`config.mk`:
```
export PLATFORM = sky130hd
export DESIGN_NAME = axi_lite_slave_regs
export DESIGN_NICKNAME = d
export VERILOG_FILES = /design/src/rtl/axi_lite_slave_regs.sv
export SDC_FILE = /design/constraint.sdc
export NUM_CORES = 1
export LEC_CHECK = 0
export ABC_AREA = 1
export BUFFER_PORTS_ARGS = -buffer_cell sky130_fd_sc_hd__buf_4
export CAP_MARGIN = 40
export CORE_AREA = 8 8 256 258
export DETAILED_ROUTE_END_ITERATION = 8
export DIE_AREA = 0 0 264 266
export PLACE_DENSITY = 0.73
export SYNTH_ARGS = -nofsm -noshare
export SYNTH_HDL_FRONTEND = slang
export SYNTH_SLANG_ARGS = --single-unit
```
`constraint.sdc`:
```
create_clock -name aclk -period 2.7 [get_ports aclk]
set_input_delay 0.27 -clock aclk [delete_from_list [all_inputs] [get_ports aclk]]
set_output_delay 0.27 -clock aclk [all_outputs]
set_load 0.02 [all_outputs]
```
`src/rtl/axi_lite_slave_regs.sv`:
```
// axi_lite_slave_regs: AXI4-Lite responder exposing NUM_REGS word registers in parallel,
// with a one-cycle write pulse per committed register.
module axi_lite_slave_regs #(
    parameter int AXI_DATA_WIDTH = 32,
    parameter int AXI_ADDR_WIDTH = 32,
    parameter int NUM_REGS       = 16
) (
    input  logic                               aclk,
    input  logic                               aresetn,
    input  logic [AXI_ADDR_WIDTH-1:0]          S_AXI_AWADDR,
    input  logic [2:0]                         S_AXI_AWPROT,
    input  logic                               S_AXI_AWVALID,
    output logic                               S_AXI_AWREADY,
    input  logic [AXI_DATA_WIDTH-1:0]          S_AXI_WDATA,
    input  logic [AXI_DATA_WIDTH/8-1:0]        S_AXI_WSTRB,
    input  logic                               S_AXI_WVALID,
    output logic                               S_AXI_WREADY,
    output logic [1:0]                         S_AXI_BRESP,
    output logic                               S_AXI_BVALID,
    input  logic                               S_AXI_BREADY,
    input  logic [AXI_ADDR_WIDTH-1:0]          S_AXI_ARADDR,
    input  logic [2:0]                         S_AXI_ARPROT,
    input  logic                               S_AXI_ARVALID,
    output logic                               S_AXI_ARREADY,
    output logic [AXI_DATA_WIDTH-1:0]          S_AXI_RDATA,
    output logic [1:0]                         S_AXI_RRESP,
    output logic                               S_AXI_RVALID,
    input  logic                               S_AXI_RREADY,
    output logic [NUM_REGS*AXI_DATA_WIDTH-1:0] regs_o,
    output logic [NUM_REGS-1:0]                wr_pulse_o
);
    localparam int NB  = AXI_DATA_WIDTH / 8;
    localparam int OFF = $clog2(NB);
    localparam int IW  = NUM_REGS > 1 ? $clog2(NUM_REGS) : 1;

    typedef enum logic {W_IDLE, W_RESP} w_state_t;
    typedef enum logic {R_IDLE, R_RESP} r_state_t;

    w_state_t w_state, w_next;
    r_state_t r_state, r_next;
    logic [AXI_DATA_WIDTH-1:0] regs [NUM_REGS];
    logic aw_ready, w_ready, ar_ready, aw_got, w_got;
    logic [AXI_ADDR_WIDTH-1:0] aw_addr, wa, wi, ri;
    logic [AXI_DATA_WIDTH-1:0] w_data, wd;
    logic [NB-1:0] w_strb, ws;
    logic aw_hs, w_hs, ar_hs, commit, w_ok, r_ok;
    logic [IW-1:0] w_idx, r_idx;
    logic unused_prot;

    assign unused_prot   = ^{S_AXI_AWPROT, S_AXI_ARPROT};
    assign S_AXI_AWREADY = aw_ready;
    assign S_AXI_WREADY  = w_ready;
    assign S_AXI_ARREADY = ar_ready;
    assign S_AXI_BVALID  = w_state == W_RESP;
    assign S_AXI_RVALID  = r_state == R_RESP;

    for (genvar g = 0; g < NUM_REGS; g++) begin : g_out
        assign regs_o[g*AXI_DATA_WIDTH +: AXI_DATA_WIDTH] = regs[g];
    end

    // Current-cycle handshakes bypass the latches so a same-cycle AW+W commits at once.
    always_comb begin
        aw_hs  = S_AXI_AWVALID & aw_ready;
        w_hs   = S_AXI_WVALID & w_ready;
        ar_hs  = S_AXI_ARVALID & ar_ready;
        wa     = aw_hs ? S_AXI_AWADDR : aw_addr;
        wd     = w_hs ? S_AXI_WDATA : w_data;
        ws     = w_hs ? S_AXI_WSTRB : w_strb;
        wi     = wa >> OFF;
        ri     = S_AXI_ARADDR >> OFF;
        w_ok   = wi < AXI_ADDR_WIDTH'(NUM_REGS);
        r_ok   = ri < AXI_ADDR_WIDTH'(NUM_REGS);
        w_idx  = IW'(wi);
        r_idx  = IW'(ri);
        commit = (w_state == W_IDLE) & (aw_got | aw_hs) & (w_got | w_hs);
        w_next = w_state == W_IDLE ? (commit ? W_RESP : W_IDLE) : (S_AXI_BREADY ? W_IDLE : W_RESP);
        r_next = r_state == R_IDLE ? (ar_hs ? R_RESP : R_IDLE) : (S_AXI_RREADY ? R_IDLE : R_RESP);
    end

    always_ff @(posedge aclk) begin
        if (!aresetn) begin
            w_state     <= W_IDLE;
            r_state     <= R_IDLE;
            aw_ready    <= 1'b0;
            w_ready     <= 1'b0;
            ar_ready    <= 1'b0;
            aw_got      <= 1'b0;
            w_got       <= 1'b0;
            aw_addr     <= '0;
            w_data      <= '0;
            w_strb      <= '0;
            S_AXI_BRESP <= 2'b00;
            S_AXI_RRESP <= 2'b00;
            S_AXI_RDATA <= '0;
            wr_pulse_o  <= '0;
            for (int i = 0; i < NUM_REGS; i++) regs[i] <= '0;
        end else begin
            w_state    <= w_next;
            r_state    <= r_next;
            aw_got     <= (w_next == W_IDLE) & (aw_got | aw_hs);
            w_got      <= (w_next == W_IDLE) & (w_got | w_hs);
            aw_ready   <= (w_next == W_IDLE) & ~(aw_got | aw_hs);
            w_ready    <= (w_next == W_IDLE) & ~(w_got | w_hs);
            ar_ready   <= r_next == R_IDLE;
            wr_pulse_o <= (commit & w_ok) ? NUM_REGS'(1) << w_idx : '0;
            if (aw_hs) aw_addr <= S_AXI_AWADDR;
            if (w_hs) begin
                w_data <= S_AXI_WDATA;
                w_strb <= S_AXI_WSTRB;
            end
            if (commit) S_AXI_BRESP <= w_ok ? 2'b00 : 2'b10;
            if (ar_hs) begin
                S_AXI_RDATA <= r_ok ? regs[r_idx] : '0;
                S_AXI_RRESP <= r_ok ? 2'b00 : 2'b10;
            end
            for (int i = 0; i < NUM_REGS; i++)
                for (int b = 0; b < NB; b++)
                    if (commit && w_ok && w_idx == IW'(i) && ws[b]) regs[i][b*8 +: 8] <= wd[b*8 +: 8];
        end
    end
endmodule

```
# Word level (Yosys, flattened, before mapping)
# Memories as Yosys holds them, arrays and structs flattened.
# Cells that the tools add are included.
# word_totals
memories	1
output_inout_bits	569
mem_bits_rw	512
register_bits	127
inputBits	113
elab_cells	467
# memory_table
memory	depth	word_bits	read_ports	rd_ports_with_merged_regs	wr	line_no	rtl
regs	16	32	17	0	16	41	logic [AXI_DATA_WIDTH-1:0] regs [NUM_REGS];
# classes
shift	1
n_mux	269
bitwise	81
order_cmp	2
n_eq_ne	15
reduce_logical	83
# op_table
op	count
2-to-1 mux 8 bit	64
2-to-1 mux 1 bit	199
2-to-1 mux 32 bit	3
logical AND 1 bit	81
bitwise OR 1 bit	66
< comparator 30 x 5 -> 1 bit, second input constant	2
equality test 4 bit, second input constant	8
equality test 4 x 3 -> 1 bit, second input constant	4
left shift 1 x 4 -> 16 bit, first input constant	1
bitwise AND 1 bit	10
equality test 4 x 2 -> 1 bit, second input constant	2
NOT 1 bit	5
equality test 4 x 1 -> 1 bit, second input constant	1
zero test 4 bit	1
2-to-1 mux 2 bit	2
2-to-1 mux 4 bit	1
AND reduction 2 bit	1

# Logic depth before layout (Yosys ltp)
# Gate-level depths: netlist of the first run.
# logic_depth
word_depth	11
mapped_depth	13
mapped_depth_nobuf	10

# Worst setup path after synthesis of the first run
# OpenSTA, ideal clock, no wires.
# synth_path
kind	reg2reg
startpoint	register aw_ready (netlist: S_AXI_AWREADY)
endpoint	memory regs[4][24], enable pin
setup_slack_ps	311
synth_period_minus_slack_ps	2389
n_path_buf	3
setup_ps	329
path_stages_with_launch	12
t_required_ps	2371
t_arrival_ps	2060
cell_sequence	dfxtp_1 nand2_1 buf_2 o21ai_1 nand2_1 nor2_1 nand3_1 nor2_2 buf_4 buf_4 nand3_2 nand2_1
# synth_rtl
element	line_no	rtl
from (decl)	42	logic aw_ready, w_ready, ar_ready, aw_got, w_got;
from (signal assigned)	102	aw_ready <= (w_next == W_IDLE) & ~(aw_got | aw_hs);
to (decl)	41	

==> results of run 1 <==
-- cells by family (layout without fill, tap and decap cells) --
group	Yosys count	in the layout
AND/OR/NAND/NOR	1839	1839
buffers and inverters	306	1076
flip-flops	635	635
other	1	3
AO/OA/AOI/OAI	58	58
-- state kept, by name (all words and copies together), names as in the netlist --
register and count:
regs 512, S_AXI_RDATA 32, w_data 32, aw_addr 30, wr_pulse_o 16, w_strb 4, S_AXI_ARREADY 1, S_AXI_AWREADY 1
S_AXI_BRESP 1, S_AXI_BVALID 1, S_AXI_RRESP 1, S_AXI_RVALID 1, S_AXI_WREADY 1, aw_got 1, w_got 1
-- worst max path at each step --
| stage | start | cells past startpoint | end |
|---|---|---|---|
| finish | S_AXI_AWREADY$_SDFF_PN0_ | 12 | regs[1][11]$_SDFFCE_PN0P_ |
| global route | S_AXI_AWREADY$_SDFF_PN0_ | 10 | regs[2][10]$_SDFFCE_PN0P_ |
| CTS | S_AXI_AWREADY$_SDFF_PN0_ | 12 | regs[1][19]$_SDFFCE_PN0P_ |
| detailed placement | S_AXI_AWREADY$_SDFF_PN0_ | 12 | regs[3][20]$_SDFFCE_PN0P_ |
| global placement | S_AXI_AWREADY$_SDFF_PN0_ | 12 | regs[3][13]$_SDFFCE_PN0P_ |
| floorplan | S_AXI_AWREADY$_SDFF_PN0_ | 11 | regs[4][24]$_SDFFCE_PN0P_ |
-- layer usage --
layer	up-vias	global-route usage, %	part of all wire [%]
li1	10900	-	-
met1	11800	39.1	38
met2	1682	46.3	45
met3	256	7.51	12
met4	0	12.6	4.9
met5	-	0	0
-- synthesized netlist by cell type --
cell type	count
sky130_fd_sc_hd__a21oi_1	40
sky130_fd_sc_hd__inv_1	108
sky130_fd_sc_hd__nor2_1	421
sky130_fd_sc_hd__o21ai_2	1
sky130_fd_sc_hd__buf_2	13
sky130_fd_sc_hd__o21ai_1	9
sky130_fd_sc_hd__nor4_1	1
sky130_fd_sc_hd__buf_1	24
sky130_fd_sc_hd__o21ai_0	7
sky130_fd_sc_hd__nand4_1	1
sky130_fd_sc_hd__edfxtp_1	512
sky130_fd_sc_hd__dfxtp_1	123
sky130_fd_sc_hd__clkinv_1	3
sky130_fd_sc_hd__clkbuf_1	148
sky130_fd_sc_hd__nor2_2	1
sky130_fd_sc_hd__conb_1	1
sky130_fd_sc_hd__nand3_1	558
sky130_fd_sc_hd__buf_4	4
sky130_fd_sc_hd__o22ai_1	1
sky130_fd_sc_hd__or2_2	9
sky130_fd_sc_hd__inv_2	6
sky130_fd_sc_hd__nand2_1	828
sky130_fd_sc_hd__nand3_2	13
sky130_fd_sc_hd__nor3_1	7
-- power breakdown --
group / total [W] / internal [W] / switching, W
Sequential: 0.0113 / 0.0110 / 0.000297
Clock: 0.00939 / 0.00550 / 0.00390
Combinational: 0.00340 / 0.00113 / 0.00227
Total: 0.0241 / 0.0177 / 0.00646
-- critical path, stage by stage, from the launching register on --
cell and delay (ps):
sky130_fd_sc_hd__dfxtp_1 410, sky130_fd_sc_hd__nand2_1 120, sky130_fd_sc_hd__buf_12 190, sky130_fd_sc_hd__nand2_1 90, sky130_fd_sc_hd__nand2_1 80, sky130_fd_sc_hd__nor2_1 110, sky130_fd_sc_hd__nand2_1 50, sky130_fd_sc_hd__nor2_1 130
sky130_fd_sc_hd__nand2_1 100, sky130_fd_sc_hd__nor2_4 170, sky130_fd_sc_hd__buf_12 240, sky130_fd_sc_hd__nand3_1 130, sky130_fd_sc_hd__nand2_1 300
-- repair_timing --
item,CTS,global route
endpoints found under the setup margin,0,56
endpoints found under the hold margin,13,0
resized for setup,0,7
hold buffers,13,0
-- area by class of cell --
class	count	area, µm²	area share [%]
flip-flops and latches	635	17800	48.9
multi-input cells	1899	8050	22.1
repair buffers	835	6910	18.9
clock buffers	91	1880	5.16
well taps	790	988	2.71
inverters	117	450	1.24
clock inverters	33	350	0.961
diodes	1	2.50	0.00686
-- per-stage QoR --
stage | std cells | worst slack, ps | cell area (µm²)
floorplan | 2840 | 311 | 27000
global placement | 4263 | 214 | 34100
detailed placement | 4263 | 177 | 34100
CTS | 4400 | 162 | 36400
global route | 4401 | 0.313 | 36500
finish | 4401 | 206 | 36500
==> run summary, run 1 <==
============================================================================================
Fill cell total of the finished layout                                                  5119
Multiplexer fraction of the synthesized cell area                                         0%
Worst hold-check path type                                                            in2reg
Per-cell routed wire length                                                          24.8 µm
Hold path cells                                                                            3
Gr ovfl total                                                                              0
Kind of critical path                                                                reg2reg
Number of synthesized register bits                                                      635
Register-to-register path setup slack                                                 210 ps
Placeable core region                                                             0.0613 mm²
Slew at the pin closest to its max-slew limit                                         695 ps
Commonest non-fill, non-tap cells in the layout                                 sky130_fd_sc_hd__nand2_1 (820), sky130_fd_sc_hd__buf_4 (773), sky130_fd_sc_hd__nand3_1 (558)
Final weighted congestion of routability-driven global placement                       0.943
Die Span Y                                                                            266 µm
Proportion of synthesized chip area in sequential cells                                66.0%
CTS buffer count                                                                          68
Final worst hold slack                                                               34.3 ps
Shortest clock period the worst path allows after layout                             2490 ps
Via count of the first global-routing pass                                             22900
Setup repair after global routing missed its margin                                       no
Most common library cell in the layout ignoring fill and taps                   sky130_fd_sc_hd__nand2_1
Die outline area                                                                  0.0702 mm²
Startpoint type of the worst setup path                                                 flop
Worst vdd rail ir drop                                                              0.414 mV
Top area cells in the synthesized netlist                                       sky130_fd_sc_hd__edfxtp_1 (57%), sky130_fd_sc_hd__nand2_1 (11%), sky130_fd_sc_hd__nand3_1 (10%), sky130_fd_sc_hd__dfxtp_1 (9.1%), sky130_fd_sc_hd__nor2_1 (5.8%)
Power density over the cells                                                      662 mW/mm²
Xor and xnor fraction of the mapped netlist area                                          0%
Status                                                                          finished, final reports clean
Area fraction in compound gates after synthesis                                        1.09%
Count of routing violations after the opening detailed-route iteration                  3075
Number of cell instances on the worst register-to-register path                           12
Row count                                                                                 91
Hold Crit Endpoint                                                              w_data[7]$_SDFF_PN0_
Final Hold Vio Count                                                                       0
Final Routed Wirelength                                                            109000 µm
Number of nets with antenna violations after detailed routing                              0
Type of element capturing the critical path                                             flop
Design Power                                                                        0.0241 W
Yosys Warn Count                                                                           0
Number of cells produced by synthesis                                                   2839
HPWL after DPL                                                                      81800 µm
Adder-Cell Fraction of Synth Area                                                         0%
Drt first pass iters                                                                       8
Tightest slew margin relative to the limit                                             53.5%
Max FO, Critical Path                                                                     40
Post-layout net count                                                                   3669
Worst Min Path Start                                                            S_AXI_WDATA[7]
Share of the synthesized area in the top cell type                                     56.9%
DRC errors left                                                                            0
Clock Root Buffer                                                               sky130_fd_sc_hd__clkbuf_16
Total global routing track utilization                                                 29.6%
Final cycle utilization of the critical path                                           92.4%
Die extent in x                                                                       264 µm
IO Port Bufs                                                                             669
Initial core utilization                                                               44.1%
Data arrival at the endpoint of the critical path                                    2750 ps
Reg-to-reg critical path endpoint                                               regs[1][11]$_SDFFCE_PN0P_
CTS tree                                                                               built
Clock Sinks                                                                              635
Clock slew seen by the registers of the worst setup and hold paths                     60 ps
Core occupancy in the finished layout                                                  59.5%
Count of endpoints failing setup in the final report                                       0
Max-cap violation count                                                                    0
Maximum number of pins on one net before global-route repair                              98
H-tree level count                                                                         3
Bufs on Longest Clock Path                                                                 3
Mean area per synthesized cell                                                      9.52 µm²
Clock insertion delay at the later pin of the skew report                             600 ps
Total negative slack for setup checks                                                   0 ps
Number of unique standard cell types used by synthesis                                    24
Post-synth design cell area                                                       0.0270 mm²
Number of ports placed on the die boundary                                               682
Layout overhead on the synthesized area                                                34.9%
Initial antenna violation count                                                            1
Worst R2R Start                                                                 S_AXI_AWREADY$_SDFF_PN0_
Dominant combinational cell family by area after synthesis                      simple AND/OR/NAND/NOR gates
Clock Skews                                                                          18.7 ps
First-pass GRT wire length                                                         156000 µm
Post-synth top area cell                                                        sky130_fd_sc_hd__edfxtp_1
Achievable frequency                                                                 401 MHz
Data required time of the critical path                                              2960 ps
Final slew viol count                                                                      0
Vias/cell                                                                               5.59
Basic-gate share of the synthesized area counting and, or, nand and nor cells          28.6%
P_leak                                                                               15.7 nW
Proportion of layout cells with a drive suffix above 1                                 26.7%
Setup fix buffers added after clock tree synthesis                                         0
Routed via count                                                                       24600
============================================================================================
Note: power is estimated with default switching activity, not from simulation.
==> inputs of run 2 (changes only) <==
--- a/config.mk
+++ b/config.mk
@@ -10,6 +10,6 @@
 export CAP_MARGIN = 40
-export CORE_AREA = 8 8 256 258
+export CORE_AREA = 8 8 260 262
 export DETAILED_ROUTE_END_ITERATION = 8
-export DIE_AREA = 0 0 264 266
-export PLACE_DENSITY = 0.73
+export DIE_AREA = 0 0 268 270
+export PLACE_DENSITY = 0.71
 export SYNTH_ARGS = -nofsm -noshare
==> constraint.sdc (replaced) <==
create_clock -name aclk -period 3 [get_ports aclk]
set_input_delay 0 -clock aclk [delete_from_list [all_inputs] [get_ports aclk]]
set_output_delay 0 -clock aclk [all_outputs]
set_load 0.02 [all_outputs]
==> run summary, run 2 (synthesis results as in run 1) <==
=====================================================================================
Tightest slew margin relative to the limit                                      37.3%
Routed via count                                                                24500
Via count of the first global-routing pass                                      22500
Achievable frequency                                                          348 MHz
Most common library cell in the layout ignoring fill and taps            sky130_fd_sc_hd__nand2_1
Die Span Y                                                                     270 µm
Number of ports placed on the die boundary                                        682
Placement Cell Area                                                        0.0332 mm²
Hold Crit Endpoint                                                       w_data[8]$_SDFF_PN0_
Final Hold Vio Count                                                                0
Commonest non-fill, non-tap cells in the layout                          sky130_fd_sc_hd__nand2_1 (782), sky130_fd_sc_hd__buf_4 (746), sky130_fd_sc_hd__nand3_1 (558)
Final weighted congestion of routability-driven global placement                0.920
Vias/cell                                                                        5.49
Power density over the cells                                               606 mW/mm²
Data arrival at the endpoint of the critical path                             3100 ps
Shortest clock period the worst path allows after layout                      2870 ps
Number of nets with antenna violations after detailed routing                       0
Die extent in x                                                                268 µm
CTS tree                                                                        built
Fin area                                                                   0.0363 mm²
Clock insertion delay at the later pin of the skew report                      610 ps
Max FO, Critical Path                                                              33
Per-cell routed wire length                                                   25.0 µm
Final slew viol count                                                               0
Bufs on Longest Clock Path                                                          3
Maximum number of pins on one net before global-route repair                      138
Top delay family on crit path                                            simple AND/OR/NAND/NOR gates
First-pass GRT wire length                                                  159000 µm
Worst hold-check path type                                                     in2reg
Worst Min Path Start                                                     S_AXI_WDATA[8]
Kind of critical path                                                         reg2reg
CTS buffer count                                                                   70
Type of element capturing the critical path                                      flop
Gr ovfl total                                                                       0
HPWL after DPL                                                               82400 µm
Fill cell total of the finished layout                                           5491
Max-cap violation count                                                             0
Drt first pass iters                                                                6
Status                                                                   finished, final reports clean
Worst path buffer plus inverter count                                               3
Count of endpoints failing setup in the final report                                0
Placeable core region                                                      0.0636 mm²
Worst R2R Start                                                          S_AXI_AWREADY$_SDFF_PN0_
Cells traversed along the worst timing path                              buf_4 -> nand3_1 -> dlygate4sd3_1 -> nand2_1 -> nor2_1 -> nand2_1 -> nor2_1 -> nand2_1 -> nor2_4 -> buf_12 -> nand3_1 -> nand2_1
DRC errors left                                                                     0
Startpoint type of the worst setup path                                          flop
Data required time of the critical path                                       3230 ps
H-tree level count                                                                  3
Clock slew seen by the registers of the worst setup and hold paths              60 ps
Row count                                                                          93
Setup fix buffers added after clock tree synthesis                                  0
Clock Root Buffer                                                        sky130_fd_sc_hd__clkbuf_16
Max stage delay cell, worst path                                         sky130_fd_sc_hd__dlygate4sd3_1
Clock Skews                                                                   25.8 ps
Largest registers in the final layout                                    regs (512), S_AXI_RDATA (32), w_data (32)
Setup repair after global routing missed its margin                                no
Total global routing track utilization                                          29.4%
Count of routing violations after the opening detailed-route iteration           3046
Proportion of layout cells with a drive suffix above 1                          26.1%
Slew at the pin closest to its max-slew limit                                  941 ps
Hold path cells                                                                     5
Number of cell instances on the worst register-to-register path                    12
Layout overhead on the synthesized area                                         34.2%
Worst vdd rail ir drop                                                       0.403 mV
Number of flip-flops in the largest register                                      512
Reg-to-reg critical path endpoint                                        regs[15][6]$_DFFE_PP_
Largest reg by FF count                                                          regs
Final cycle utilization of the critical path                                    95.7%
Total negative slack for setup checks                                            0 ps
Initial core utilization                                                        42.5%
Final Routed Wirelength                                                     111000 µm
Most prevalent standard cell on the critical path                        sky130_fd_sc_hd__nand2_1
IO Port Bufs                                                                      669
P_leak                                                                        15.4 nW
Initial antenna violation count                                                     2
Register-to-register path setup slack                                          130 ps
Die outline area                                                           0.0724 mm²
Clock Sinks                                                                       635
Post-layout net count                                                            3654
Delay of the slowest cell on the worst path                                    570 ps
=====================================================================================
## run 2: changes by cell type in the layout (fill, tap and decap cells not counted), sizes merged
cell / previous run / this run
buf: 821 / 756
dlygate4sd3: 13 / 61
clkbuf: 92 / 104
clkinv: 27 / 15
inv: 114 / 117
bufinv: 6 / 7
clkinvlp: 3 / 4
## run 2: cell type report
cell class | instances | area [µm²] | share of cell area (%)
inverters | 117 | 450 | 1.24
diodes | 1 | 2.50 | 0.00689
multi-input cells | 1899 | 8180 | 22.5
clock inverters | 26 | 344 | 0.948
clock buffers | 103 | 1990 | 5.48
repair buffers | 818 | 6420 | 17.7
flip-flops and latches | 635 | 17800 | 49.1
well taps | 855 | 1070 | 2.95
## run 2: how the worst max path moves through the flow
| stage | endpoint | cells after the start | slack (ps) | start |
|---|---|---|---|---|
| 2_1_floorplan | regs[4][24]$_SDFFCE_PN0P_ | 11 | 610 | S_AXI_AWREADY$_SDFF_PN0_ |
| 3_3_place_gp | regs[5][12]$_SDFFCE_PN0P_ | 10 | 440 | S_AXI_AWREADY$_SDFF_PN0_ |
| 3_5_place_dp | regs[6][15]$_SDFFCE_PN0P_ | 10 | 410 | S_AXI_AWREADY$_SDFF_PN0_ |
| 4_1_cts | regs[6][10]$_SDFFCE_PN0P_ | 12 | 80 | S_AXI_AWREADY$_SDFF_PN0_ |
| 5_1_grt | regs[15][6]$_DFFE_PP_ | 12 | 0.5 | S_AXI_AWREADY$_SDFF_PN0_ |
| 6_report | regs[15][6]$_DFFE_PP_ | 12 | 130 | S_AXI_AWREADY$_SDFF_PN0_ |
## run 2: report_power, final
part | internal (W) | switching [W] | leakage [nW] | total [W]
clock | 0.00523 | 0.00356 | 1.13 | 0.00879
combinational | 0.000952 | 0.00204 | 8.03 | 0.00299
sequential | 0.00994 | 0.000278 | 6.28 | 0.0102
## run 2: what timing repair did
item                                    4_1_cts  5_1_grt
gates resized for setup                       0       50
hold buffers                                 61        0
hold endpoints to repair                     78        0
endpoints found under the setup margin        0      331
## run 2: worst register-to-register path, delay by kind of cell, from the launching register on
kind	cells	cell delay [ps]
AND/OR/NAND/NOR	9	1180
flip-flops	1	310
buffers and inverters	3	1020
## run 2: per-layer routing
| layer | up-vias | GRT usage [%] | wire length (µm) |
|---|---|---|---|
| met5 | - | 0 | 0 |
| met4 | 0 | 12.0 | 5090 |
| met3 | 225 | 7.40 | 12700 |
| met2 | 1606 | 44.7 | 49600 |
| met1 | 11700 | 40.0 | 43900 |
| li1 | 10900 | - | - |
## run 2: through the flow
step	hold WS (ps)	total power [W]	std cells	setup WS, ps	util, %
4_1_cts	10.5	0.0220	4453	82.7	56.8
6_report	68.6	0.0220	4454	130	57.0
3_3_place_gp	298	0.0132	4263	439	52.2
2_1_floorplan	184	0.0118	2840	611	-
5_1_grt	77.7	0.0226	4454	0.482	57.0
3_5_place_dp	301	0.0133	4263	413	52.2
